--- src/rtl/multicycle_main_control.sv ---
// Main control FSM for the multi-cycle MIPS datapath; optional jal support under `JAL_EN.
// Latency (MEM_READY=1): R/I-type 4, lw 5, sw 4, branch/j/jal 3 cycles. Each MEM_READY=0 cycle stretches FETCH/MEM_READ/MEM_WRITE by one.
module multicycle_main_control (
  input  logic       CLK,
  input  logic       RST,
  input  logic [5:0] OPCODE,
  input  logic [4:0] RT,
  input  logic       MEM_READY,
  output logic       PC_EN,
  output logic       PCWrite_BEQ,
  output logic       PCWrite_BNE,
  output logic       PCWrite_BLEZ,
  output logic       PCWrite_BGTZ,
  output logic       PCWrite_BLTZ,
  output logic       IorD,
  output logic       MemRead,
  output logic       MemWrite,
  output logic       IRWrite,
  output logic [1:0] RegDst,
  output logic [1:0] MemtoReg,
  output logic       RegWrite,
  output logic       ALUSrcA,
  output logic [1:0] ALUSrcB,
  output logic [1:0] ALUOp,
  output logic [1:0] PCSource,
  output logic       ILLEGAL_OP
);

  localparam logic [5:0] OP_RTYPE  = 6'b000000;
  localparam logic [5:0] OP_REGIMM = 6'b000001;
  localparam logic [5:0] OP_J      = 6'b000010;
  localparam logic [5:0] OP_JAL    = 6'b000011;
  localparam logic [5:0] OP_BEQ    = 6'b000100;
  localparam logic [5:0] OP_BNE    = 6'b000101;
  localparam logic [5:0] OP_BLEZ   = 6'b000110;
  localparam logic [5:0] OP_BGTZ   = 6'b000111;
  localparam logic [5:0] OP_ADDI   = 6'b001000;
  localparam logic [5:0] OP_SLTI   = 6'b001010;
  localparam logic [5:0] OP_ANDI   = 6'b001100;
  localparam logic [5:0] OP_ORI    = 6'b001101;
  localparam logic [5:0] OP_LW     = 6'b100011;
  localparam logic [5:0] OP_SW     = 6'b101011;

  typedef enum logic [3:0] {
    S_FETCH,
    S_DECODE,
    S_MEM_ADDR,
    S_MEM_READ,
    S_MEM_WB,
    S_MEM_WRITE,
    S_R_EXEC,
    S_R_WB,
    S_I_EXEC,
    S_I_WB,
    S_BRANCH,
    S_JUMP
`ifdef JAL_EN
    , S_JAL
`endif
  } state_t;

  // br bits: {beq, bne, blez, bgtz, bltz}
  typedef struct packed {
    logic       pc_en;
    logic [4:0] br;
    logic       iord;
    logic       mem_read;
    logic       mem_write;
    logic [1:0] reg_dst;
    logic [1:0] mem_to_reg;
    logic       reg_write;
    logic       alu_src_a;
    logic [1:0] alu_src_b;
    logic [1:0] alu_op;
    logic [1:0] pc_source;
  } ctl_t;

  state_t state;
  state_t nxt;
  ctl_t   ctl_q;
  logic   run;
  logic   fetch_go;

  function automatic state_t dispatch(input logic [5:0] op, input logic [4:0] rt);
    state_t s;
    s = S_FETCH;
    case (op)
      OP_RTYPE:                          s = S_R_EXEC;
      OP_LW, OP_SW:                      s = S_MEM_ADDR;
      OP_BEQ, OP_BNE, OP_BLEZ, OP_BGTZ:  s = S_BRANCH;
      OP_REGIMM:                         s = (rt == 5'd0) ? S_BRANCH : S_FETCH;
      OP_J:                              s = S_JUMP;
`ifdef JAL_EN
      OP_JAL:                            s = S_JAL;
`endif
      OP_ADDI, OP_ANDI, OP_ORI, OP_SLTI: s = S_I_EXEC;
      default:                           s = S_FETCH;
    endcase
    return s;
  endfunction

  // Moore outputs for a state; the opcode only selects the branch strobe.
  function automatic ctl_t moore(input state_t s, input logic [5:0] op);
    ctl_t c;
    c = '0;
    case (s)
      S_FETCH:     begin c.mem_read = 1'b1; c.alu_src_b = 2'b01; end
      S_DECODE:    c.alu_src_b = 2'b11;
      S_MEM_ADDR:  begin c.alu_src_a = 1'b1; c.alu_src_b = 2'b10; end
      S_MEM_READ:  begin c.mem_read = 1'b1; c.iord = 1'b1; end
      S_MEM_WB:    begin c.reg_write = 1'b1; c.mem_to_reg = 2'b01; end
      S_MEM_WRITE: begin c.mem_write = 1'b1; c.iord = 1'b1; end
      S_R_EXEC:    begin c.alu_src_a = 1'b1; c.alu_op = 2'b10; end
      S_R_WB:      begin c.reg_write = 1'b1; c.reg_dst = 2'b01; end
      S_I_EXEC:    begin c.alu_src_a = 1'b1; c.alu_src_b = 2'b10; c.alu_op = 2'b11; end
      S_I_WB:      c.reg_write = 1'b1;
      S_BRANCH: begin
        c.alu_src_a = 1'b1;
        c.alu_op    = 2'b01;
        c.pc_source = 2'b01;
        case (op)
          OP_BEQ:    c.br = 5'b10000;
          OP_BNE:    c.br = 5'b01000;
          OP_BLEZ:   c.br = 5'b00100;
          OP_BGTZ:   c.br = 5'b00010;
          OP_REGIMM: c.br = 5'b00001;
          default:   c.br = 5'b00000;
        endcase
      end
      S_JUMP:      begin c.pc_en = 1'b1; c.pc_source = 2'b10; end
`ifdef JAL_EN
      S_JAL: begin
        c.pc_en      = 1'b1;
        c.pc_source  = 2'b10;
        c.reg_write  = 1'b1;
        c.reg_dst    = 2'b10;
        c.mem_to_reg = 2'b10;
      end
`endif
      default: ;
    endcase
    return c;
  endfunction

  always_comb begin
    nxt = state;
    case (state)
      S_FETCH:     nxt = MEM_READY ? S_DECODE : S_FETCH;
      S_DECODE:    nxt = dispatch(OPCODE, RT);
      S_MEM_ADDR:  nxt = (OPCODE == OP_LW) ? S_MEM_READ : S_MEM_WRITE;
      S_MEM_READ:  nxt = MEM_READY ? S_MEM_WB : S_MEM_READ;
      S_MEM_WRITE: nxt = MEM_READY ? S_FETCH : S_MEM_WRITE;
      S_R_EXEC:    nxt = S_R_WB;
      S_I_EXEC:    nxt = S_I_WB;
      default:     nxt = S_FETCH;
    endcase
  end

  // Outputs are registered from the next state so they line up with the state register.
  always_ff @(posedge CLK or posedge RST) begin
    if (RST) begin
      state <= S_FETCH;
      ctl_q <= moore(S_FETCH, OP_RTYPE);
    end else begin
      state <= nxt;
      ctl_q <= moore(nxt, OPCODE);
    end
  end

  // Gating by RST lets FETCH controls appear as soon as reset drops.
  assign run      = ~RST;
  assign fetch_go = run & (state == S_FETCH) & MEM_READY;

  assign IRWrite      = fetch_go;
  assign PC_EN        = fetch_go | (run & ctl_q.pc_en);
  assign PCWrite_BEQ  = run & ctl_q.br[4];
  assign PCWrite_BNE  = run & ctl_q.br[3];
  assign PCWrite_BLEZ = run & ctl_q.br[2];
  assign PCWrite_BGTZ = run & ctl_q.br[1];
  assign PCWrite_BLTZ = run & ctl_q.br[0];
  assign IorD         = run & ctl_q.iord;
  assign MemRead      = run & ctl_q.mem_read;
  assign MemWrite     = run & ctl_q.mem_write;
  assign RegDst       = {2{run}} & ctl_q.reg_dst;
  assign MemtoReg     = {2{run}} & ctl_q.mem_to_reg;
  assign RegWrite     = run & ctl_q.reg_write;
  assign ALUSrcA      = run & ctl_q.alu_src_a;
  assign ALUSrcB      = {2{run}} & ctl_q.alu_src_b;
  assign ALUOp        = {2{run}} & ctl_q.alu_op;
  assign PCSource     = {2{run}} & ctl_q.pc_source;
  assign ILLEGAL_OP   = run & (state == S_DECODE) & (dispatch(OPCODE, RT) == S_FETCH);

endmodule

--- config.mk ---
export PLATFORM = sky130hd
export DESIGN_NAME = multicycle_main_control
export DESIGN_NICKNAME = d
export VERILOG_FILES = /design/src/rtl/multicycle_main_control.sv
export SDC_FILE = /design/constraint.sdc
export NUM_CORES = 1
export LEC_CHECK = 0
export BUFFER_PORTS_ARGS = -buffer_cell sky130_fd_sc_hd__buf_2
export CAP_MARGIN = 20
export CELL_PAD_IN_SITES_DETAIL_PLACEMENT = 0
export CELL_PAD_IN_SITES_GLOBAL_PLACEMENT = 2
export CORE_MARGIN = 2
export CORE_UTILIZATION = 33
export CTS_CLUSTER_SIZE = 40
export DETAILED_ROUTE_END_ITERATION = 6
export PLACE_DENSITY_LB_ADDON = 0.1
export RECOVER_POWER = 100
export SYNTH_ARGS = -nofsm -noshare
export SYNTH_HDL_FRONTEND = slang
export SYNTH_SLANG_ARGS = --single-unit
--- constraint.sdc ---
create_clock -name CLK -period 3.89 [get_ports CLK]
set_input_delay 0.778 -clock CLK [delete_from_list [all_inputs] [get_ports CLK]]
set_output_delay 0.778 -clock CLK [all_outputs]
set_load 0.01 [all_outputs]
==> reports/qor.yml <==
pwr:
  vdd_ir_drop_max_mv: 0.169
  power_uw: 720
  powerDensity_nw_per_um2: 491
  p_leak_nw: 0.695
yosys:
  async_reset_ff_share_pct: 100
  synth-edff-count: 0
  netlist_area_um2: 1270
  ys_types: 40
  ys_top_cells_by_count: "dfrtp_1 (21), nor2b_1 (20), nand2_1 (10)"
  yosysWarnings: 0
  ys_seq_area_share_pct: 45.6
  synth_ff_type: "dfrtp_1"
  synth_area_leaders: "dfrtp_1 (41%), nor2b_1 (9.9%), dfstp_2 (4.1%), and3_1 (3.0%), nand2_1 (3.0%)"
  avgSynthCellArea_um2: 9.83
  synth_seq_cells: 23
  synth_top_cell_area_share_pct: 41.5
  yosysMostFrequentCell: "dfrtp_1"
  syn_inst: 129
  yosysTopAreaCell: "dfrtp_1"
worst_setup_path:
  crit_path_start_kind: "register"
  required_ns: 3.11
  crit_fanout: 9
  cp_data_arrival_time_ns: 2.58
  end_kind: "output pin"
  crit_type: "reg2out"
global_route:
  grt_pass1_vias: 949
  grt_max_degree: 24
  antenna_found_initial: 0
  grt_pass1_wl_mm: 4.40
  grt_overflow_total: 0
  grt.total_usage_pct: 13.0
final_layout:
  nets: 177
  fin_cells: 210
  syn2layout_area_growth_pct: 15.8
  diodes: 0
  layout-drive-gt1-share_pct: 16.0
  fill_cells: 409
timing:
  min_period_over_period_pct: 86.3
  relSlewSlack_pct: 21.6
  finClkSkew_ns: 0.00231
  fmax_ghz: 0.298
  rsz0062_at_grt: "false"
  finalHoldViolCount: 0
  final.setup.tns_ns: 0
  drv_slew: 0
  setup_violations: 0
  min_period_ns: 3.36
  tightest_slew_ns: 1.18
floorplan:
  rows: 22
  die_w_um: 66.0
  die_y_um: 66.0
  core_um2: 3690
  io_pins: 37
  start_util_pct: 34.4
  die_area_um2: 4350
drt:
  drt_pass1_iterations: 4
  first_iter_violations: 49
  vias: 1006
  detail-route-antenna-nets: 0
  post_drt_wl_per_cell_um: 12.4
  wirelength_mm: 2.60
  route.detailed.drc: 0
  viasPerCell: 4.79
clock_tree:
  clk_path_buf_depth: 2
  cts_buffers: 3
  cts-hold-fix-buffers: 0
  cts-root-buf: "clkbuf_8"
  cts_setup_buffers: 0
  cts_tree: "yes"
  clock_latency_ns: 0.25
  h-tree-depth: 1
  cts.clk_slew.worst_paths_ns: 0.07
  clock-sinks: 23
  cts_resized: 0
place:
  place.gp.congestion: 0.811
  dp.cells: 206
  portBuffers: 34
  dpl.hpwl_mm: 1.93
status:
  outcome: "complete, no violations"
run:
  maxCapViolations: 0
hold_path:
  hold_class: "reg2reg"
logic make-up (layout without fill, tap and decap cells):
group                  Yosys count  in the layout  share of synthesized area, %
muxes                            1              1                         0.790
AOI/OAI and AO/OA               19             19                          12.7
buffers and inverters           13             45                          4.84
DFF                             23             23                          45.6
other                            1              2                         0.296
and+or+nand+nor                 72             72                          35.7
per-layer routing:
metal | routed length (µm) | global-route usage [%]
met1 | 1270 | 18.4
met2 | 1180 | 20.3
met3 | 104 | 1.19
met4 | 46 | 5.36
met5 | 0 | 0
placed cells by master (no fill, tap or decap), types with 2 or more instances in the layout:
master,synthesis,layout
and3b_1,3,3
and4b_1,2,2
or3_1,2,2
a21oi_1,5,6
nand2_1,10,10
o21ai_0,2,4
clkbuf_1,3,23
dfstp_2,2,2
nand3_1,3,4
inv_1,6,6
a21o_1,2,2
nor2_1,9,9
nor4_1,3,3
conb_1,1,2
nor2b_1,20,20
and3_1,6,6
nor3_1,3,3
clkbuf_8,0,3
buf_2,1,12
dfrtp_1,21,21
stage by stage:
step	setup slack, ns	instance area, µm²	utilization [%]	hold slack (ns)
final	0.533	1470	39.8	0.738
after global routing	0.259	1470	39.8	0.768
after global placement	0.655	1470	39.9	0.753
after detailed placement	0.583	1470	39.9	0.748
after CTS	0.580	1520	41.1	0.767
after floorplan	0.994	1270	-	0.549
worst paths after layout:
kind	startpoint	to	slack, ns	depth (start not counted)
hold / removal	state[3]$_DFF_PP0_	ctl_q[19]$_DFF_PP0_	0.74	2
hold reg to reg	state[3]$_DFF_PP0_	ctl_q[19]$_DFF_PP0_	0.74	2
max in group asynchronous	RST	ctl_q[2]$_DFF_PP0_	1.86	3
setup reg to reg	state[1]$_DFF_PP0_	ctl_q[5]$_DFF_PP0_	1.69	6
min in group asynchronous	RST	state[2]$_DFF_PP0_	1.34	3
setup / recovery	state[1]$_DFF_PP0_	PC_EN	0.53	7
worst max-delay path, cell delays in order, from the launching register on:
cell and delay [ns]:
dfrtp_1 0.49, nor4b_2 0.79, and3_1 0.28, nor3_1 0.10, inv_1 0.16, nand3_1 0.16
a21oi_2 0.17, clkbuf_1 0.17
power by group:
group	internal [mW]	switching [mW]	leakage [nW]
Combinational	0.106	0.153	0.361
Clock	0.0712	0.0680	0.0255
Sequential	0.289	0.0334	0.309
flip-flops by register name (all words and copies together), names as in the netlist:
name	cells
state	4
ctl_q	19
area by class of cell:
cell class              count  area, µm²  area share (%)
multi-input cells          94        614            41.9
flip-flops and latches     23        578            39.4
repair buffers             35        146            9.97
well taps                  48       60.1            4.09
clock buffers               3       41.3            2.81
inverters                   6       22.5            1.53
clock inverters             1       5.00           0.341
No activity file was read; power rests on OpenSTA's default activity.
